### src/rtl/seg_carry_adder_pipe.sv
// Pipelined WIDTH-bit adder/subtractor built from 8-bit carry-chain segments, SEGS_PER_STAGE per stage.
// Define CARRY8_PRIM_EN to map every segment onto the CARRY8 primitive instead of a behavioural add.

module seg_carry_adder_pipe_seg8 (
    input  logic [7:0] a,
    input  logic [7:0] bp,
    input  logic       ci,
    output logic [7:0] o,
    output logic       co
);
`ifdef CARRY8_PRIM_EN
    logic [7:0] prop;
    logic [7:0] co_vec;

    assign prop = a ^ bp;

    CARRY8 #(
        .CARRY_TYPE("SINGLE_CY8")
    ) u_carry8 (
        .CO    (co_vec),
        .O     (o),
        .CI    (ci),
        .CI_TOP(1'b0),
        .DI    (a),
        .S     (prop)
    );

    assign co = co_vec[7];
`else
    logic [8:0] sum9;

    assign sum9 = {1'b0, a} + {1'b0, bp} + {8'd0, ci};
    assign o    = sum9[7:0];
    assign co   = sum9[8];
`endif
endmodule

module seg_carry_adder_pipe #(
    parameter int WIDTH          = 32,
    parameter int SEGS_PER_STAGE = 1
) (
    input  logic             clk,
    input  logic             rst_n,
    input  logic             in_valid,
    output logic             in_ready,
    input  logic [WIDTH-1:0] in_a,
    input  logic [WIDTH-1:0] in_b,
    input  logic             in_sub,
    input  logic             in_cin,
    output logic             out_valid,
    input  logic             out_ready,
    output logic [WIDTH-1:0] out_sum,
    output logic             out_cout,
    output logic             out_ovf
);
    localparam int SEG_W      = 8 * SEGS_PER_STAGE;
    localparam int NUM_STAGES = WIDTH / SEG_W;
    localparam int NUM_SEGS   = WIDTH / 8;

    if (((SEGS_PER_STAGE != 1) && (SEGS_PER_STAGE != 2) && (SEGS_PER_STAGE != 4)) ||
        (WIDTH < SEG_W) || ((WIDTH % SEG_W) != 0)) begin : g_bad_param
        $error("seg_carry_adder_pipe: WIDTH must be a multiple of 8*SEGS_PER_STAGE, SEGS_PER_STAGE in {1,2,4}");
    end

    // vld_pipe_q[0] tags the operand entry register, vld_pipe_q[k+1] the output of stage k.
    logic [NUM_STAGES:0]                 vld_pipe_q, vld_pipe_d;
    logic [NUM_STAGES-1:0][WIDTH-1:0]    a_q, a_d, bp_q, bp_d, sum_q, sum_d;
    logic [NUM_STAGES-1:0]               cy_q, cy_d;
    logic                                c0_q, c0_d;
    logic                                ovf_q, ovf_d;
    logic                                adv;

    logic [WIDTH-1:0] sum_in [NUM_STAGES];
    logic             cy_in  [NUM_STAGES];
    logic [7:0]       seg_o  [NUM_SEGS];
    logic             seg_co [NUM_SEGS];
    logic             seg_ci [NUM_SEGS];

    assign adv      = ~vld_pipe_q[NUM_STAGES] | out_ready;
    assign in_ready = adv;

    for (genvar k = 0; k < NUM_STAGES; k++) begin : g_stage
        if (k == 0) begin : g_first
            assign sum_in[k] = '0;
            assign cy_in[k]  = c0_q;
        end else begin : g_next
            assign sum_in[k] = sum_q[k-1];
            assign cy_in[k]  = cy_q[k-1];
        end
    end

    // Segment g works on the operand copy that has been skewed to reach stage g/SEGS_PER_STAGE.
    for (genvar g = 0; g < NUM_SEGS; g++) begin : g_seg
        localparam int K = g / SEGS_PER_STAGE;
        if ((g % SEGS_PER_STAGE) == 0) begin : g_stage_ci
            assign seg_ci[g] = cy_in[K];
        end else begin : g_chain_ci
            assign seg_ci[g] = seg_co[g-1];
        end
        seg_carry_adder_pipe_seg8 u_seg (
            .a (a_q[K][8*g +: 8]),
            .bp(bp_q[K][8*g +: 8]),
            .ci(seg_ci[g]),
            .o (seg_o[g]),
            .co(seg_co[g])
        );
    end

    always_comb begin
        vld_pipe_d = vld_pipe_q;
        a_d        = a_q;
        bp_d       = bp_q;
        sum_d      = sum_q;
        cy_d       = cy_q;
        c0_d       = c0_q;
        ovf_d      = ovf_q;
        if (adv) begin
            vld_pipe_d = {vld_pipe_q[NUM_STAGES-1:0], in_valid};
            a_d[0]     = in_a;
            bp_d[0]    = in_sub ? ~in_b : in_b;
            c0_d       = in_sub ? ~in_cin : in_cin;
            for (int k = 1; k < NUM_STAGES; k++) begin
                a_d[k]  = a_q[k-1];
                bp_d[k] = bp_q[k-1];
            end
            // Each stage overlays its own slices onto the partial sum it inherits (deskew).
            for (int k = 0; k < NUM_STAGES; k++) begin
                sum_d[k] = sum_in[k];
                for (int s = 0; s < SEGS_PER_STAGE; s++) begin
                    sum_d[k][8*(k*SEGS_PER_STAGE+s) +: 8] = seg_o[k*SEGS_PER_STAGE+s];
                end
                cy_d[k] = seg_co[(k+1)*SEGS_PER_STAGE-1];
            end
            // Carry into the MSB is recovered as propagate ^ sum at that bit.
            ovf_d = seg_co[NUM_SEGS-1] ^ a_q[NUM_STAGES-1][WIDTH-1]
                  ^ bp_q[NUM_STAGES-1][WIDTH-1] ^ seg_o[NUM_SEGS-1][7];
        end
    end

    always_ff @(posedge clk or negedge rst_n) begin
        if (!rst_n) begin
            vld_pipe_q <= '0;
        end else begin
            vld_pipe_q <= vld_pipe_d;
        end
    end

    always_ff @(posedge clk) begin
        a_q   <= a_d;
        bp_q  <= bp_d;
        sum_q <= sum_d;
        cy_q  <= cy_d;
        c0_q  <= c0_d;
        ovf_q <= ovf_d;
    end

    // Operand bits below each stage's slice are already consumed; synthesis prunes them.
    logic unused_skew_bits;
    assign unused_skew_bits = ^{a_q, bp_q};

    assign out_valid = vld_pipe_q[NUM_STAGES];
    assign out_sum   = out_valid ? sum_q[NUM_STAGES-1] : '0;
    assign out_cout  = out_valid & cy_q[NUM_STAGES-1];
    assign out_ovf   = out_valid & ovf_q;
endmodule

### config.mk
export PLATFORM = sky130hd
export DESIGN_NAME = seg_carry_adder_pipe
export DESIGN_NICKNAME = d
export VERILOG_FILES = /design/src/rtl/seg_carry_adder_pipe.sv
export SDC_FILE = /design/constraint.sdc
export NUM_CORES = 1
export LEC_CHECK = 0
export ABC_AREA = 1
export CELL_PAD_IN_SITES_DETAIL_PLACEMENT = 1
export CELL_PAD_IN_SITES_GLOBAL_PLACEMENT = 1
export CORE_ASPECT_RATIO = 2
export CORE_MARGIN = 4
export CORE_UTILIZATION = 51
export CTS_CLUSTER_DIAMETER = 80
export DETAILED_ROUTE_END_ITERATION = 6
export PLACE_DENSITY_LB_ADDON = 0.1
export SLEW_MARGIN = 30
export SYNTH_ARGS = -nofsm -noshare
export SYNTH_HDL_FRONTEND = slang
export SYNTH_SLANG_ARGS = --single-unit
### constraint.sdc
create_clock -name clk -period 12.9 [get_ports clk]
set_input_delay 2.58 -clock clk [delete_from_list [all_inputs] [get_ports clk]]
set_output_delay 2.58 -clock clk [all_outputs]
set_load 0.01 [all_outputs]
==> results.toml, run 1 <==
[timing]
slew_headroom_pct = 37.44
timing.hold.ws_ps = 413.3
max_freq_mhz = 142.6
finalClockSkew_ps = 15.80
layout_min_cycle_time_ps = 7015
rsz0062_at_grt = "false"
min_period_over_period_pct = 54.38
tightestPinTransition_ps = 938.3
fin_ws_ps = 5885
fin_setup_tns_ps = 0
setup_violations = 0
drv_slew = 0
finalHoldViolCount = 0

[drt]
via_count = 4618
vias_per_cell = 4.955
wl_per_cell_um = 15.85
wl_mm = 14.77
first_iter_violations = 200
drc = 0
first_pass_iters = 4
ant_nets = 0

[final_layout]
layout_common_cells = "edfxtp_1, clkdlybuf4s50_1, nand2_1"
design_area_mm2 = 0.01156
fill_cells = 1678
final_nets = 808
final_util_pct = 62.88
antenna_cells = 0
final_common_cell = "edfxtp_1"
drive_gt1_share_pct = 7.402
stdcell_count = 932
syn2layout_area_growth_pct = 20.98

[critical_path]
crit_arrival_ps = 4430
path_max_fanout = 111
required_ps = 10320
critPathCaptureType = "output pin"
startpoint_type = "input pin"
crit_type = "in -> out"

[floorplanning]
die_h_um = 201.6
core-area_mm2 = 0.01839
rows = 70
ioPinCount = 106
initial_core_util_pct = 51.97
dieArea_mm2 = 0.02113
die_w_um = 104.8

[global_routing]
grt_usage_pct = 14.59
gr-total-overflow = 0
grt_max_degree = 112
antenna_found_initial = 0
grt_pass1_vias = 5088
grt_pass1_wl_mm = 24.70

[clock_tree]
cts_tree = "built"
post_cts_resized = 0
ctsHoldBuffers = 0
post_cts_buffers = 0
clock-root-buffer = "clkbuf_16"
cts_buffer_depth = 3
cts.sinks = 251
h-tree-depth = 1
numCtsBuffers = 22
clk_latency_ps = 500
clk_pin_slew_ps = 60

[synthesis]
synthArstFlopShare_pct = 1.992
seq_area_frac_synth_pct = 78.59
netlist_instances = 577
syn_nets = 683
synth_edf_count = 246
yosys-top-cells-area = "edfxtp_1, xor2_1, ha_1"
yosys.area.top_type = "edfxtp_1"
syn_area_mm2 = 0.009559
yosysWarnings = 0
ys_types = 25
synth_top_area_share_pct = 77.28
ys_seq_elements = 251
synth_area_per_cell_um2 = 16.57
ys_dominant_reg_cell = "edfxtp_1"

[pwr]
power_mw = 2.789
leakagePower_nw = 4.655
powerDensity_mw_per_mm2 = 241.1
peakVddDrop_mv = 0.1334

[placed_design]
io_buffers = 105
dp_hpwl_mm = 10.34
place_inst = 893
place_area_mm2 = 0.01087
gp_congestion = 0.7931
dp_slack_ps = 5875

[worst_hold_path]
hp-class = "reg -> reg"

[outcome]
status = "finished, final reports clean"

[flow_run]
maxCapViolCount = 0
sequential cells by signal, indices dropped and copies added (netlist names):
register,flops
a_q,80
bp_q,80
c0_q,1
cy_q,4
ovf_q,1
sum_in,48
sum_q,32
vld_pipe_q,5
metal layers:
| layer | wire [um] | up-vias | global-route usage [%] |
|---|---|---|---|
| met1 | 5220 | 2217 | 15.77 |
| met3 | 628 | 28 | 2.247 |
| li1 | - | 2268 | - |
| met2 | 8497 | 105 | 27.92 |
| met4 | 424 | 0 | 5.819 |
| met5 | 0 | - | 0 |
cell type report:
| type | instances | area, um^2 | share of cell area, % |
|---|---|---|---|
| flip-flops and latches | 251 | 7512 | 64.96 |
| multi-input cells | 245 | 1743 | 15.07 |
| repair buffers | 109 | 1089 | 9.413 |
| clock buffers | 27 | 590.6 | 5.107 |
| inverters | 73 | 274.0 | 2.369 |
| well taps | 216 | 270.3 | 2.337 |
| clock inverters | 11 | 86.33 | 0.7465 |
Yosys cell counts, types with 3 or more instances:
master,instances
xnor2_1,5
nand3_1,15
nand4_1,6
inv_1,73
nand2_1,80
nor2_1,5
ha_1,28
fa_1,8
nand2_2,11
edfxtp_1,246
a21oi_1,17
dfrtp_1,5
a21o_1,4
xor2_1,51
clkbuf_1,3
buf_4,3
a21boi_0,3
critical path: stages:
cell and delay, ps:
clkdlybuf4s50_1 450, inv_1 90, nand2_8 540, clkdlybuf4s50_1 680
final timing paths:
kind,cells past startpoint,end,start,slack (ps)
worst max-delay path,4,in_ready,out_ready,5890
worst min register to register,0,bp_q[120],bp_q[88],410
worst max register to register,3,vld_pipe_q[0],vld_pipe_q[4],10520
max in group asynchronous,1,vld_pipe_q[0],rst_n,10410
worst min-delay path,0,bp_q[120],bp_q[88],410
min in group asynchronous,1,vld_pipe_q[4],rst_n,2300
power breakdown:
group | internal [mW] | switching (mW) | total [mW] | leakage, nW
combinational | 0.319 | 0.444 | 0.763 | 1.78
clock | 0.346 | 0.267 | 0.613 | 0.331
sequential | 1.32 | 0.0894 | 1.41 | 2.54
kinds of logic after synthesis:
logic type	after synthesis	share of synthesized area, %
simple gates	118	5.301
xor+xnor	56	5.131
compound gates	34	2.199
mux	1	0.1178
fa+ha+maj	36	5.340
flops	251	78.59
buf+inv	81	3.325
Power figures use the tool's default switching activity.
==> inputs of run 2 (changes only) <==
Settings changed: CORE_UTILIZATION 51 to 47.
Clock period 12.9 ns to 7.25 ns, I/O delays scaled along.
==> results.toml, run 2 (same netlist as run 1, synthesis figures left out) <==
[outcome]
status = "finished, final reports clean"

[pwr]
power_mw = 4.934
powerDensity_mw_per_mm2 = 425.4
peakVddDrop_mv = 0.1949
leakagePower_nw = 4.636

[timing]
fin_setup_tns_ps = 0
setup_violations = 0
finalHoldViolCount = 0
tightestPinTransition_ps = 903.0
max_freq_mhz = 214.5
finalClockSkew_ps = 12.82
drv_slew = 0
slew_headroom_pct = 39.80
rsz0062_at_grt = "false"
layout_min_cycle_time_ps = 4662
min_period_over_period_pct = 64.30

[drt]
ant_nets = 0
first_iter_violations = 213
wl_per_cell_um = 15.24
vias_per_cell = 4.715
wl_mm = 14.92
drc = 0
via_count = 4616
first_pass_iters = 4

[critical_path]
crit_type = "in -> out"
path_max_fanout = 100
startpoint_type = "input pin"
crit_arrival_ps = 3210
crit_family = "buffers and inverters"
r2r_start = "vld_pipe_q[4]"
crit_top_cell = "clkdlybuf4s50_1"
cp-startpoint = "out_ready"
slowest_stage = "clkdlybuf4s50_1"
cp.depth = 4
path_cells = "clkdlybuf4s50_1 -> inv_1 -> nand2_8 -> clkdlybuf4s50_1"
regToRegSetupSlack_ps = 5020
required_ps = 5800
slowest_delay_ps = 670
critPathBufInv = 3
critPathCaptureType = "output pin"
r2r_cells = 2
crit_end = "in_ready"
r2r-end = "a_q[13]"

[final_layout]
final_nets = 807
stdcell_count = 979
final_common_cell = "edfxtp_1"
drive_gt1_share_pct = 7.392
antenna_cells = 0
layout_common_cells = "edfxtp_1, clkdlybuf4s50_1, nand2_1"
seqCellArea_mm2 = 0.007512
fill_cells = 1909
multi_input_area_mm2 = 0.001743
syn2layout_area_growth_pct = 21.35

[clock_tree]
cts_buffer_depth = 3
clk_latency_ps = 500
cts_tree = "built"
post_cts_buffers = 0
clock-root-buffer = "clkbuf_16"
numCtsBuffers = 22
clk_pin_slew_ps = 70
cts.sinks = 251
h-tree-depth = 1
ctsHoldBuffers = 0
post_cts_resized = 0

[floorplanning]
ioPinCount = 106
dieArea_mm2 = 0.02282
rows = 73
core-area_mm2 = 0.01991
die_w_um = 108.8
die_h_um = 209.7
initial_core_util_pct = 48.01

[placed_design]
dp_hpwl_mm = 10.41
place_inst = 939
io_buffers = 105
gp_congestion = 0.8075

[global_routing]
grt_usage_pct = 13.59
antenna_found_initial = 0
grt_pass1_wl_mm = 24.42
grt_pass1_vias = 5129
grt_max_degree = 101
gr-total-overflow = 0

[worst_hold_path]
hp-class = "reg -> reg"

[flow_run]
maxCapViolCount = 0
-- run 2: cell type report --
type | instances | area share, %
multi-input cells | 245 | 15.03
inverters | 73 | 2.362
flip-flops and latches | 251 | 64.76
clock buffers | 31 | 5.307
clock inverters | 9 | 0.4746
well taps | 262 | 2.826
repair buffers | 108 | 9.244
-- run 2: how the worst min path moves through the flow --
stage               start          to  slack (ps)  depth (start not counted)
2_1_floorplan     a_q[88]    a_q[120]         400                          0
3_3_place_gp    sum_in[5]  sum_q[101]         400                          0
3_5_place_dp   sum_in[69]  sum_in[37]         410                          0
4_1_cts          bp_q[24]    bp_q[56]         410                          0
5_1_grt        sum_in[37]   sum_in[5]         420                          0
6_report         bp_q[24]    bp_q[56]         410                          0
-- run 2: routing by layer --
metal | GRT usage, % | share of wire [%] | vias to the layer above
li1 | - | - | 2268
met1 | 14.75 | 36 | 2227
met2 | 25.96 | 58 | 93
met3 | 2.185 | 4.0 | 28
met4 | 4.708 | 2.4 | 0
met5 | 0 | 0 | -
-- run 2: worst reg2reg max path, cell delays in order (launching register included) --
cell and delay, ps:
dfrtp_1 440, nand2_8 520, buf_4 860
-- run 2: through the flow --
stage	hold WS [ps]	utilization, %	setup slack [ps]	instance area [um^2]
2_1_floorplan	400.3	-	1309	9559
3_3_place_gp	400.5	54.87	2583	10930
3_5_place_dp	405.2	54.87	2558	10930
4_1_cts	413.4	58.24	2568	11600
5_1_grt	420.3	58.26	2467	11600
6_report	413.8	58.26	2588	11600
-- run 2: power by group --
part | internal, mW | switching [mW] | leakage (nW)
combinational | 0.557 | 0.777 | 1.77
sequential | 2.36 | 0.163 | 2.54
clock | 0.597 | 0.485 | 0.321
==> inputs of run 3 (changes only) <==
Clock period 7.25 ns to 4.29 ns, I/O delays scaled along.
==> results.toml, run 3 (same netlist as run 1, synthesis figures left out) <==
[outcome]
status = "finished, final reports clean"

[clock_tree]
h-tree-depth = 1
numCtsBuffers = 23
cts_buffer_depth = 3
ctsHoldBuffers = 0
post_cts_buffers = 0
post_cts_resized = 0
cts_tree = "built"
clock-root-buffer = "clkbuf_16"
cts.sinks = 251
clk_pin_slew_ps = 70
clk_latency_ps = 500

[critical_path]
path_max_fanout = 46
r2r_start = "a_q[120]"
crit_family = "buffers and inverters"
path_cells = "clkdlybuf4s50_1 -> inv_1 -> nand2_8 -> clkdlybuf4s50_1"
crit_top_cell = "clkdlybuf4s50_1"
critPathCaptureType = "output pin"
slowest_stage = "clkdlybuf4s50_1"
required_ps = 3430
r2r-end = "ovf_q"
cp.depth = 4
critPathBufInv = 3
crit_type = "in -> out"
slowest_delay_ps = 610
r2r_cells = 12
crit_arrival_ps = 2340
regToRegSetupSlack_ps = 2210
startpoint_type = "input pin"

[pwr]
powerDensity_mw_per_mm2 = 713.5
leakagePower_nw = 4.634
power_mw = 8.264
peakVddDrop_mv = 0.4208

[drt]
wl_per_cell_um = 14.85
vias_per_cell = 4.767
first_iter_violations = 174
first_pass_iters = 4
wl_mm = 14.53
ant_nets = 0
drc = 0
via_count = 4662

[timing]
tightestPinTransition_ps = 917.1
min_period_over_period_pct = 74.64
setup_violations = 0
timing.hold.ws_ps = 412.3
fin_setup_tns_ps = 0
layout_min_cycle_time_ps = 3202
max_freq_mhz = 312.3
finalClockSkew_ps = 10.26
drv_slew = 0
rsz0062_at_grt = "false"
finalHoldViolCount = 0
slew_headroom_pct = 38.86

[floorplanning]
rows = 73
ioPinCount = 106
initial_core_util_pct = 48.01
die_h_um = 209.7
die_w_um = 108.8
dieArea_mm2 = 0.02282
core-area_mm2 = 0.01991

[final_layout]
drive_gt1_share_pct = 6.564
seqCellArea_mm2 = 0.007512
syn2layout_area_growth_pct = 21.15
final_nets = 808
antenna_cells = 0
final_common_cell = "edfxtp_1"
multi_input_area_mm2 = 0.001743
layout_common_cells = "edfxtp_1, clkdlybuf4s50_1, nand2_1"
fill_cells = 1942
stdcell_count = 978

[placed_design]
dp_hpwl_mm = 9.984
io_buffers = 105
gp_congestion = 0.7852
place_inst = 939

[worst_hold_path]
hp-class = "reg -> reg"
worst_hold_path.endpoint = "sum_q[102]"
hold_start = "sum_in[6]"
hold_depth = 0

[flow_run]
maxCapViolCount = 0

[global_routing]
gr-total-overflow = 0
grt_max_degree = 128
grt_usage_pct = 13.24
grt_pass1_wl_mm = 24.09
antenna_found_initial = 0
grt_pass1_vias = 5078
run 3: cell types whose count changed in the layout (fill, tap and decap cells not counted), sizes merged:
cell,change
clkinv,+5
inv,-1
clkbuf,-2
clkinvlp,-3
run 3: worst max path at each step:
stage,slack [ps],endpoint,startpoint
floorplan,810,in_ready,out_ready
global placement,1110,in_ready,out_ready
detailed placement,1080,in_ready,out_ready
CTS,1080,in_ready,out_ready
global route,1030,in_ready,out_ready
finish,1090,in_ready,out_ready
run 3: layout make-up:
type / count / area share (%)
clock inverters: 10 / 0.3565
repair buffers: 108 / 9.367
clock buffers: 29 / 5.164
well taps: 262 / 2.831
multi-input cells: 245 / 15.05
inverters: 73 / 2.366
flip-flops and latches: 251 / 64.87
run 3: through the flow:
stage / util, % / setup WS, ps / instance area [um^2]
detailed placement: 54.93 / 1084 / 10940
floorplan: - / 810.0 / 9564
finish: 58.16 / 1088 / 11580
global route: 58.16 / 1028 / 11580
CTS: 58.14 / 1082 / 11580
global placement: 54.93 / 1109 / 10940
run 3: where the power goes:
| group | leakage, nW | total (mW) | switching (mW) | internal [mW] |
|---|---|---|---|---|
| Clock | 0.313 | 1.77 | 0.791 | 0.978 |
| Combinational | 1.78 | 2.25 | 1.30 | 0.949 |
| Sequential | 2.54 | 4.24 | 0.265 | 3.98 |
run 3: routing by layer:
layer / routed length [um] / vias to the layer above / track usage [%]
li1: - / 2265 / -
met1: 5181 / 2272 / 14.34
met2: 8314 / 96 / 25.17
met3: 590 / 29 / 2.093
met4: 438 / 0 / 4.926
met5: 0 / - / 0
